$ cat src/rtl/pipeline_hazard_controller.sv
// Hazard/halt controller for a 5-stage pipeline: load-use stall, taken-branch flush, halt/drain FSM.
// Optional statistics counters are built only when HAZARD_STATS_EN is defined.
module pipeline_hazard_controller (
  input  logic        clk,
  input  logic        reset,
  input  logic [3:0]  id_rn,
  input  logic [3:0]  id_rm,
  input  logic        id_uses_rn,
  input  logic        id_uses_rm,
  input  logic [3:0]  ex_rd,
  input  logic        ex_mem_to_reg,
  input  logic        ex_reg_write,
  input  logic        id_branch_taken,
  input  logic        halt_req,
  output logic        pc_enable,
  output logic        if_id_enable,
  output logic        if_id_flush,
  output logic        nop_select,
  output logic        halt_ack,
  output logic [15:0] stall_count,
  output logic [15:0] flush_count,
  output logic [1:0]  fsm_state
);

  typedef enum logic [1:0] {
    RUN    = 2'b00,
    DRAIN  = 2'b01,
    HALTED = 2'b10
  } state_t;

  state_t     state;
  state_t     state_next;
  logic [1:0] drain_cnt;
  logic [1:0] drain_cnt_next;
  logic       load_use;

  assign load_use = ex_mem_to_reg & ex_reg_write &
                    ((id_uses_rn & (id_rn == ex_rd)) | (id_uses_rm & (id_rm == ex_rd)));

  assign fsm_state = state;

  always_ff @(posedge clk or negedge reset) begin
    if (!reset) begin
      state     <= RUN;
      drain_cnt <= 2'd0;
    end else begin
      state     <= state_next;
      drain_cnt <= drain_cnt_next;
    end
  end

  always_comb begin
    pc_enable      = 1'b1;
    if_id_enable   = 1'b1;
    if_id_flush    = 1'b0;
    nop_select     = 1'b0;
    halt_ack       = 1'b0;
    state_next     = state;
    drain_cnt_next = drain_cnt;
    case (state)
      RUN: begin
        if (load_use) begin
          pc_enable    = 1'b0;
          if_id_enable = 1'b0;
          nop_select   = 1'b1;
        end else if (id_branch_taken) begin
          if_id_flush = 1'b1;
        end else if (halt_req) begin
          // Stop fetching; the instruction already in ID still moves on to EX.
          pc_enable      = 1'b0;
          if_id_flush    = 1'b1;
          state_next     = DRAIN;
          drain_cnt_next = 2'd3;
        end
      end
      DRAIN: begin
        pc_enable      = 1'b0;
        if_id_enable   = 1'b0;
        nop_select     = 1'b1;
        drain_cnt_next = drain_cnt - 2'd1;
        if (drain_cnt <= 2'd1) begin
          state_next     = HALTED;
          drain_cnt_next = 2'd0;
        end
      end
      HALTED: begin
        pc_enable    = 1'b0;
        if_id_enable = 1'b0;
        nop_select   = 1'b1;
        halt_ack     = 1'b1;
        if (!halt_req) state_next = RUN;
      end
      default: begin
        state_next     = RUN;
        drain_cnt_next = 2'd0;
      end
    endcase
    // While reset is held the pipeline sees plain RUN behaviour whatever the inputs.
    if (!reset) begin
      pc_enable    = 1'b1;
      if_id_enable = 1'b1;
      if_id_flush  = 1'b0;
      nop_select   = 1'b0;
      halt_ack     = 1'b0;
    end
  end

`ifdef HAZARD_STATS_EN
  logic        stall_event;
  logic        flush_event;
  logic [15:0] stall_q;
  logic [15:0] flush_q;

  assign stall_event = reset & (state == RUN) & load_use;
  assign flush_event = reset & (state == RUN) & ~load_use & id_branch_taken;

  always_ff @(posedge clk or negedge reset) begin
    if (!reset) begin
      stall_q <= 16'd0;
      flush_q <= 16'd0;
    end else begin
      if (stall_event && (stall_q != 16'hFFFF)) stall_q <= stall_q + 16'd1;
      if (flush_event && (flush_q != 16'hFFFF)) flush_q <= flush_q + 16'd1;
    end
  end

  assign stall_count = stall_q;
  assign flush_count = flush_q;
`else
  assign stall_count = 16'd0;
  assign flush_count = 16'd0;
`endif

endmodule

$ cat config.mk
export PLATFORM = sky130hd
export DESIGN_NAME = pipeline_hazard_controller
export DESIGN_NICKNAME = d
export VERILOG_FILES = /design/src/rtl/pipeline_hazard_controller.sv
export SDC_FILE = /design/constraint.sdc
export NUM_CORES = 1
export LEC_CHECK = 0
export ABC_AREA = 1
export CAP_MARGIN = 5
export CORE_ASPECT_RATIO = 0.6
export CORE_MARGIN = 1
export CORE_UTILIZATION = 33
export DETAILED_ROUTE_END_ITERATION = 6
export PLACE_DENSITY = 0.79
export SYNTH_ARGS = -nofsm -noshare
export SYNTH_HDL_FRONTEND = slang
export SYNTH_SLANG_ARGS = --single-unit
$ cat constraint.sdc
create_clock -name clk -period 1.75 [get_ports clk]
set_input_delay 0.35 -clock clk [delete_from_list [all_inputs] [get_ports clk]]
set_output_delay 0.35 -clock clk [all_outputs]
set_load 0.05 [all_outputs]
-- Yosys cells after proc, flatten, opt, wreduce, memory -nomap -nowiden
Index checks and enable logic that the tools add are counted.
- memories kept: 0
- memory bits (read-only): 0
- input bits: 20
- memory bits (writable): 0
- output and inout port bits: 39
- register bits after elaboration: 4
- latch bits: 0
- divide/modulo/power cells: 0
- bitwise gates (word level): 6
- multiplexer cells: 29
- shifts and indexed selects: 0
- order comparisons: 1
- equal/unequal tests: 9
- multiply operators: 0
- add/subtract/negate cells: 1
- reductions and logical operators: 4
- operator list (cell ; count):
    $mux W2 ; 9
    $mux W1 ; 15
    $pmux W2 S3 ; 2
    $ne A2 B2 Y1 const B ; 5
    $eq A4 B4 Y1 ; 2
    $pmux W1 S2 ; 3
    $reduce_and A5 Y1 ; 1
    $and A1 B1 Y1 ; 4
    $reduce_and A4 Y1 ; 1
    $eq A2 B1 Y1 const B ; 1
    $eq A2 B2 Y1 const B ; 1
    $le A2 B1 Y1 const B ; 1
    $logic_not A2 Y1 ; 1
    $reduce_or A2 Y1 ; 1
    $sub A2 B1 Y2 const B ; 1
    $not A1 Y1 ; 1
    $or A1 B1 Y1 ; 1

-- Depth between registers and ports, before layout
Gate-level depths: netlist of the first run.
- depth after elaboration: 7
- mapped depth: 10
- gate-level depth less buffers: 10

-- Worst setup path after synthesis of the first run
No wires, ideal clock.
- path kind: register -> output
- start point: register state[0] (netlist: fsm_state[0])
- end point: output nop_select
- required time: 1.400 ns
- stages on the path, launching flop included: 5
- path slack: -0.514 ns
- data arrival time: 1.914 ns
- cells stage by stage: dfrtp_1 > inv_1 > ha_1 > nand3_4 > a21oi_1
- longest elaborated chain between the ends: 4
- RTL lines (what ; line ; source):
    from (decl) ; 31 ; state_t state;
    from (signal assigned) ; 47 ; state <= state_next;
    $eq A2 B2 Y1 / $eq A2 B1 Y1 (equally long branches) ; 60 ; case (state)
    $reduce_or A2 Y1 (no source line) ; - ;
    $pmux W1 S2 * ; 60 ;
    $mux W1 * ; 99 ; if (!reset) begin
    to (decl) ; 18 ; output logic nop_select,
Every way passes the cells marked *; elsewhere a longest branch is shown, timed or not.

-- Worst setup path after layout of the first run
- start point: register state[0] (netlist: fsm_state[0])
- end point: output pc_enable
- longest elaborated chain between the ends: 4
- RTL lines (what ; line ; source):
    $eq A2 B2 Y1 / $eq A2 B1 Y1 (equally long branches) ; 60 ;
    $reduce_or A2 Y1 (no source line) ; - ;
    $pmux W1 S2 * ; 60 ;
    $mux W1 * ; 99 ;
    to (decl) ; 15 ; output logic pc_enable,
Marked as above.

==> impl_metrics.toml, run 1 <==
[route]
wl_um = 2460
via_per_inst = 4.34
drc_errors = 0
wl_per_cell_um = 12.9
initialDrtViolationCount = 34
first_pass_iters = 5
antenna_left = 0
vias = 829

[die]
die_area_sq_mm = 0.00246
num_rows = 12
die_y_um = 38.8
die_x_um = 63.4
initial_core_util_pct = 37.6
ioPinCount = 59
coreArea_sq_mm = 0.00198

[critical_path]
r2r_slack_ns = 0.08
r2r_start = "fsm_state[0]"
r2r_end = "fsm_state[1]"
max_stage_delay_ns = 0.42
crit_chain = "inv_2 > ha_4 > inv_4 > o21ai_4 > nand2_2 > nand2_4 > buf_12"
crit_path_max_fanout = 5
worst-setup-path-type = "reg -> out"
cp_data_arrival_time_ns = 1.43
cp_top_family = "flip-flops"
cp_data_required_time_ns = 1.40
worstSetupStartpointType = "register"
rr_worst_depth = 9
crit_path_end_kind = "primary output"
cp_num_buf_inv = 3
slowest_stage = "dfrtp_2"

[clock_tree]
cts-root-buf = "clkbuf_8"
cts_sinks = 4
cts_inserted_buffers = 3
ctsLongestPathBuffers = 2
holdBufCountCts = 0
htreeDepth = 1
cts_tree = "built"
clock_latency_ns = 0.22
clk_pin_slew_ns = 0.03

[power_and_ir_drop]
p_int_uw = 933
swShare_pct = 52.8
power_frac_clock_pct = 10.9
power_frac_comb_pct = 79.3
power_density_mw_per_mm2 = 1590
p_sw_uw = 1040
leakage_uw = 0.000685
seqPwrFrac_pct = 9.9
max-vdd-ir-drop_mv = 0.604

[cells_and_area]
fin_util_pct = 62.8
area_growth_pct = 66.8
antenna_cells = 0
final_layout_size_suffix_gt1_share_pct = 45.4
layout.nets = 188

[logic_synthesis]
syn_inst = 118
synth.area.top_cells = "buf_4 (32%), nand2_1 (16%), dfrtp_1 (13%), ha_1 (6.7%), inv_1 (6.5%)"
synth_edf_count = 0
yosys.area.top_type = "buf_4"
synth_area_sq_um = 746
yosysWarnings = 0
synth_top_area_share_pct = 32.2
synth_common_cells = "buf_4 (32), nand2_1 (32), inv_1 (13)"
synth_cell_types = 18
yosysSeqAreaShare_pct = 13.4
synth_ff_type = "dfrtp_1"
ys_seq_elements = 4
ys_async_sr_fraction_pct = 100
syn_avg_cell_area_sq_um = 6.32

[grt]
grt_pass1_vias = 773
grt_max_degree = 7
antenna_found_initial = 0
grt_overflow = 0
grt_use_total_pct = 20.7
grt_pass1_wl_um = 3690

[timing]
hold_ws_ns = 0.202
setup_ws_ns = -0.0345
timing.final.hold_violations = 0
period_needed_ns = 1.78
fmax_mhz = 560
final.period_utilization_pct = 102
slew_violations = 0
skew_ns = 0.00175
grt_setup_unrepaired = "yes"
setup_viol = 4

[outcome]
violations = "setup timing"
outcome = "complete, but fails checks"

[placement]
hpwl_um = 1700
place_ws_ns = -0.472
io_buffers = 26
gp_congestion = 0.784

[hold_path]
hold_path_class = "in -> async"

[flow_run]
maxCapViolations = 0
==> how the worst max path moves through the flow <==
stage | startpoint | end | slack (ns) | cells after the start
final | fsm_state[0] | pc_enable | -0.03 | 7
after global routing | fsm_state[0] | pc_enable | -0.06 | 7
after floorplan | fsm_state[1] | if_id_enable | 0.02 | 5
after CTS | fsm_state[1] | pc_enable | -0.01 | 7
after global placement | ex_rd[0] | if_id_enable | -0.41 | 11
after detailed placement | ex_rd[0] | if_id_enable | -0.47 | 11
==> placed cells by master, fill, tap and decap left out, types with 3 or more instances in the layout <==
cell type        netlist  routed
clkbuf_8               0       3
nand3_1                7       5
conb_1                 1      32
clkdlybuf4s15_1        0       3
buf_4                 32      18
inv_1                 13       6
inv_2                  2       8
nor2_1                 9       3
clkdlybuf4s50_1        0       4
nand2_2                3       6
nand2_1               32      24
buf_12                 0       5
nand2_4                0       5
dlygate4sd2_1          0       4
buf_2                  0       5
nor2_2                 1       6
==> worst reg2reg max path: stages (launching register included) <==
cell      delay (ns)
dfrtp_2         0.39
inv_2           0.07
ha_4            0.19
nand2_1         0.12
o21ai_4         0.08
buf_4           0.14
a221oi_2        0.33
nand2_2         0.10
nand2_1         0.09
nand2_1         0.05
==> power groups by stage <==
stage / Combinational, uW / Clock, uW / Sequential [uW]
2_1_floorplan: 812 / 0 / 256
3_3_place_gp: 1190 / 0 / 191
3_5_place_dp: 1230 / 0 / 196
4_1_cts: 1440 / 219 / 188
5_1_grt: 1630 / 229 / 198
6_report: 1560 / 215 / 195
==> registers in the layout, indices dropped and copies added, names as in the netlist <==
register / cells
fsm_state: 2
drain_cnt: 2
==> metal layers <==
layer  share of wire, %  up-vias  track usage (%)
li1                   -      383                -
met1                 42      403             23.6
met4                1.6        0             4.55
met2                 53       37             41.5
met3                3.7        6             3.82
met5                  0        -                0
==> area by class of cell <==
type | instances | area (sq um)
Fill cell | 157 | 738
Multi-Input combinational cell | 98 | 609
Timing Repair Buffer | 42 | 393
Sequential cell | 4 | 103
Inverter | 15 | 58.8
Clock buffer | 4 | 45.0
Tap cell | 28 | 35.0
==> cell families (layout without fill, tap and decap cells) <==
kind of cell / after synthesis / after routing / synth area share [%]
fa+ha+maj: 4 / 4 / 6.71
buf+inv: 47 / 61 / 39.8
flops: 4 / 4 / 13.4
simple gates: 54 / 54 / 31.9
other cells: 1 / 32 / 0.503
compound gates: 6 / 6 / 5.37
xor+xnor: 2 / 2 / 2.35
==> timing repair <==
action,in CTS,in global routing
setup endpoints to repair,4,5
setup buffers,8,2
gates resized for setup,62,13
pin swaps,23,16
gates cloned,0,0
==> per-stage QoR <==
| step | area [sq um] | setup TNS (ns) | instances | power, uW |
|---|---|---|---|---|
| after floorplan | 916 | 0 | 149 | 1070 |
| after CTS | 1190 | -0.0232 | 189 | 1850 |
| after global routing | 1240 | -0.214 | 191 | 2060 |
| after global placement | 1060 | -1.71 | 177 | 1380 |
| after detailed placement | 1060 | -2.18 | 177 | 1430 |
| final | 1240 | -0.0875 | 191 | 1970 |
No activity file was read; power rests on OpenSTA's default activity.
==> inputs of run 2 (changes only) <==
- CTS_BUF_LIST: default -> sky130_fd_sc_hd__clkbuf_4 sky130_fd_sc_hd__clkbuf_8 sky130_fd_sc_hd__clkbuf_16
==> run 2 against run 1 <==
Against the previous run:
- the run still ends with setup timing left
- power increased by 0.77%
- clock power increased by 7%
- register-to-register slack about the same
- combinational power about the same
- clock skew about the same
- largest power group unchanged
==> impl_metrics.toml, run 2 (synthesized netlist as in run 1, its figures left out) <==
[outcome]
outcome = "complete, but fails checks"
violations = "setup timing"

[grt]
grt_pass1_vias = 773
grt_max_degree = 7
grt_use_total_pct = 20.7
antenna_found_initial = 0
grt_pass1_wl_um = 3690
grt_overflow = 0

[timing]
timing.final.hold_violations = 0
grt_setup_unrepaired = "yes"
setup_viol = 4
setup_ws_ns = -0.0282
hold_ws_ns = 0.201
final.period_utilization_pct = 102
fmax_mhz = 562
skew_ns = 0.00211
period_needed_ns = 1.78
slew_violations = 0

[critical_path]
cp_data_required_time_ns = 1.40
crit_path_end_kind = "primary output"
cp_data_arrival_time_ns = 1.43
crit_path_max_fanout = 5
worstSetupStartpointType = "register"
worst-setup-path-type = "reg -> out"
r2r_slack_ns = 0.09

[route]
wl_per_cell_um = 12.8
drc_errors = 0
first_pass_iters = 4
via_per_inst = 4.32
vias = 825
wl_um = 2450
antenna_left = 0
initialDrtViolationCount = 35

[cells_and_area]
layout_commonest_cell = "conb_1"
final_cell_mix = "conb_1 (32), nand2_1 (24), buf_4 (18), inv_2 (8)"
layout.nets = 188
fin_util_pct = 62.9
area_growth_pct = 67.3
antenna_cells = 0
fillers = 154
seqCellArea_sq_um = 103
final_layout_size_suffix_gt1_share_pct = 46.0
multiInputGateArea_sq_um = 609

[power_and_ir_drop]
leakage_uw = 0.000689
power_density_mw_per_mm2 = 1600
max-vdd-ir-drop_mv = 0.604

[die]
die_area_sq_mm = 0.00246
coreArea_sq_mm = 0.00198
initial_core_util_pct = 37.6
die_y_um = 38.8
die_x_um = 63.4
ioPinCount = 59
num_rows = 12

[clock_tree]
htreeDepth = 1
cts_tree = "built"
ctsLongestPathBuffers = 2
cts_sinks = 4
cts_inserted_buffers = 3
cts-root-buf = "clkbuf_8"
clock_latency_ns = 0.23
holdBufCountCts = 0
clk_pin_slew_ns = 0.03

[placement]
hpwl_um = 1700
io_buffers = 26
gp_congestion = 0.784

[flow_run]
maxCapViolations = 0

[hold_path]
hold_path_class = "in -> async"
run 2: area by class of cell:
| type | instances | share of cell area [%] |
|---|---|---|
| Sequential cell | 4 | 8.22 |
| Inverter | 15 | 4.71 |
| Timing Repair Buffer | 42 | 31.5 |
| Clock buffer | 4 | 3.91 |
| Multi-Input combinational cell | 98 | 48.8 |
| Tap cell | 28 | 2.81 |
run 2: metal layers:
layer	track usage, %	wire length (um)
met1	23.6	1010
met2	41.5	1280
met3	3.82	115
met4	4.55	46
met5	0	0
run 2: worst paths after layout:
kind / from / end / cells past startpoint
setup / recovery: fsm_state[0] / pc_enable / 7
hold / removal: reset / fsm_state[1] / 2
setup reg to reg: fsm_state[0] / fsm_state[0] / 9
hold reg to reg: drain_cnt[0] / drain_cnt[0] / 2
max in group asynchronous: reset / fsm_state[0] / 2
min in group clk: drain_cnt[0] / drain_cnt[0] / 2
run 2: worst max-delay path: stages (launching register included):
cell and delay (ns):
dfrtp_2 0.42, inv_2 0.10, ha_4 0.19, inv_4 0.06, o21ai_4 0.15, nand2_2 0.09, nand2_4 0.07, buf_12 0.13
run 2: stage by stage:
stage	std cells	TNS, ns	worst slack, ns	power [uW]	area [sq um]
global route	191	-0.213	-0.0637	2080	1250
CTS	189	-0.0252	-0.0140	1870	1190
global placement	177	-1.71	-0.411	1380	1060
detailed placement	177	-2.18	-0.472	1430	1060
floorplan	149	0	0.0195	1070	916
finish	191	-0.0775	-0.0282	1990	1250
run 2: where the power goes:
group,leakage [uW],switching [uW],total (uW),internal [uW]
sequential,0.0000470,50.2,195,144
clock,0.0000262,57.8,230,172
combinational,0.000616,933,1570,632
total,0.000689,1040,1990,948
run 2: timing repair:
| item | CTS | global route |
|---|---|---|
| endpoints found under the setup margin | 4 | 5 |
| buffers inserted | 8 | 2 |
| gates resized for setup | 62 | 13 |
| pin swaps | 23 | 16 |
==> inputs of run 3 (changes only) <==
- ABC_AREA: 1 -> default
- CORE_UTILIZATION: 33 -> 32
==> run 3 against run 2 <==
Against the previous run:
- the flow still finishes with violations (setup timing)
- fmax decreased by 17%
- clock skew increased by 0.010 ns
- synthesized cell count decreased by 27%
- via count decreased by 20%
- final cell count decreased by 16%
- global-route usage decreased by 1.3 points
- flip-flop and latch count unchanged
==> impl_metrics.toml, run 3 <==
[placement]
hpwl_um = 1560
io_buffers = 26
dp.cells = 152
place_ws_ns = -0.537
dpl_cell_area_sq_mm = 0.00103
gp_congestion = 0.878

[cells_and_area]
post-route-cell-area_sq_mm = 0.00123
final_cell_mix = "conb_1 (32), buf_4 (21), xnor2_2 (7), buf_6 (7)"
fin_cells = 160
fillers = 155
final_layout_size_suffix_gt1_share_pct = 56.8
layout_commonest_cell = "conb_1"
antenna_cells = 0
layout.nets = 158
area_growth_pct = 75.8
fin_util_pct = 63.2

[clock_tree]
htreeDepth = 1
cts_sinks = 4
cts_inserted_buffers = 3
cts-root-buf = "clkbuf_4"
clk_pin_slew_ns = 0.05
holdBufCountCts = 0
clock_latency_ns = 0.25
ctsLongestPathBuffers = 2
cts_tree = "built"

[die]
initial_core_util_pct = 36.0
die_area_sq_mm = 0.00239
coreArea_sq_mm = 0.00195
num_rows = 12
die_y_um = 38.3
ioPinCount = 59
die_x_um = 62.5

[power_and_ir_drop]
p_sw_uw = 940
power_frac_comb_pct = 83.1
power_density_mw_per_mm2 = 1460
p_int_uw = 864
swShare_pct = 52.1
seqPwrFrac_pct = 10.0
leakage_uw = 0.000589
max-vdd-ir-drop_mv = 0.490
power_frac_clock_pct = 6.9

[logic_synthesis]
syn_avg_cell_area_sq_um = 8.16
ys_seq_elements = 4
synth_cell_types = 26
synth_area_sq_um = 702
yosysMostFrequentCell = "buf_4"
synth_top_area_share_pct = 34.2
yosysWarnings = 0
synth_ff_type = "dfrtp_1"
synth_edf_count = 0
yosys.area.top_type = "buf_4"
ys_async_sr_fraction_pct = 100
syn_inst = 86
synth_common_cells = "buf_4 (32), xnor2_1 (8), nand2_1 (5)"
synth.area.top_cells = "buf_4 (34%), dfrtp_1 (14%), xnor2_1 (10%), ha_1 (7.1%), o22ai_2 (3.6%)"
yosysSeqAreaShare_pct = 14.3

[timing]
setup_ws_ns = -0.397
grt_setup_unrepaired = "yes"
timing.final.hold_violations = 0
skew_ns = 0.0123
slew_violations = 0
final.period_utilization_pct = 123
setup_viol = 4
fmax_mhz = 466
period_needed_ns = 2.15

[grt]
antenna_found_initial = 0
grt_use_total_pct = 19.4
grt_pass1_vias = 670
grt_pass1_wl_um = 3240
grt_max_degree = 7
grt_overflow = 0

[critical_path]
max_stage_delay_ns = 0.40
crit_path_max_fanout = 2
cp_data_arrival_time_ns = 1.80
worstSetupStartpointType = "register"
slowest_stage = "dfrtp_2"
crit_path_end_kind = "primary output"
crit_chain = "inv_2 > ha_4 > and3_4 > nand3_4 > o22ai_4 > nor2_4 > nor3b_4 > buf_12"
worst-setup-path-type = "reg -> out"
cp_data_required_time_ns = 1.40

[route]
first_pass_iters = 3
drc_errors = 0
initialDrtViolationCount = 4
wl_um = 2060
vias = 658
wl_per_cell_um = 12.9
via_per_inst = 4.11
antenna_left = 0

[flow_run]
maxCapViolations = 0

[hold_path]
hold_path_class = "reg -> reg"

[outcome]
violations = "setup timing"
outcome = "complete, but fails checks"
run 3: cell types whose count changed after synthesis, sizes merged, moves of 3 or more:
cell	previous run	this run
nor2	10	2
nand2	35	5
xnor2	2	8
nand3	8	5
inv	15	3
run 3: area by class of cell:
| class | count | area [sq um] | area share [%] |
|---|---|---|---|
| Multi-Input combinational cell | 78 | 651 | 52.7 |
| Inverter | 3 | 11.3 | 0.913 |
| Sequential cell | 4 | 103 | 8.32 |
| Tap cell | 28 | 35.0 | 2.84 |
| Clock buffer | 3 | 22.5 | 1.83 |
| Timing Repair Buffer | 44 | 412 | 33.4 |
run 3: worst paths after layout:
kind,cells past startpoint,slack [ns],endpoint,from
max in group asynchronous,3,1.01,fsm_state[0],reset
min in group asynchronous,3,0.60,fsm_state[1],reset
setup / recovery,8,-0.40,nop_select,fsm_state[1]
setup reg to reg,8,0.02,fsm_state[1],fsm_state[1]
hold reg to reg,2,0.53,drain_cnt[0],drain_cnt[0]
hold / removal,2,0.53,drain_cnt[0],drain_cnt[0]
run 3: kinds of logic (layout without fill, tap and decap cells):
logic type               count (synthesis)  in the layout  share of synthesized area [%]
AO/OA/AOI/OAI                           11             11                           12.3
flip-flops                               4              4                           14.3
XOR/XNOR                                 8              8                           9.98
multiplexers                             1              1                           1.60
adder cells (fa/ha/maj)                  4              4                           7.13
other                                    1             32                          0.534
AND/OR/NAND/NOR                         22             22                           18.4
buffers and inverters                   35             50                           35.8
run 3: stage by stage:
stage / hold WS (ns) / setup TNS (ns) / total power (uW)
after floorplan: 0.0544 / -0.952 / 1050
after global placement: 0.505 / -1.98 / 1410
after detailed placement: 0.507 / -2.35 / 1440
after CTS: 0.517 / -0.742 / 1690
after global routing: 0.572 / -1.19 / 1880
final: 0.531 / -0.915 / 1800
run 3: power by group through the flow:
| stage | clock network, uW | logic (uW) | registers [uW] |
|---|---|---|---|
| after global placement | 0 | 1230 | 174 |
| final | 125 | 1500 | 180 |
| after floorplan | 0 | 783 | 263 |
| after detailed placement | 0 | 1260 | 176 |
| after global routing | 135 | 1560 | 185 |
| after CTS | 126 | 1390 | 174 |
run 3: worst max-delay path: cells and delay by family (launching register included):
family                     cells  cell delay (ns)
buffers and inverters          2             0.24
AOI/OAI and AO/OA              1             0.20
adders and majority gates      1             0.15
DFF                            1             0.40
and+or+nand+nor                4             0.55
run 3: repair_timing:
item                                    4_1_cts  5_1_grt
gates resized for setup                      81       12
pin swaps                                    19       12
endpoints found under the setup margin        5        6
setup buffers                                 5        4
run 3: routing by layer:
| layer | global-route usage, % | share of wire, % |
|---|---|---|
| met5 | 0 | 0 |
| met4 | 9.30 | 2.1 |
| met3 | 7.74 | 5.4 |
| met2 | 34.5 | 50 |
| met1 | 21.0 | 42 |
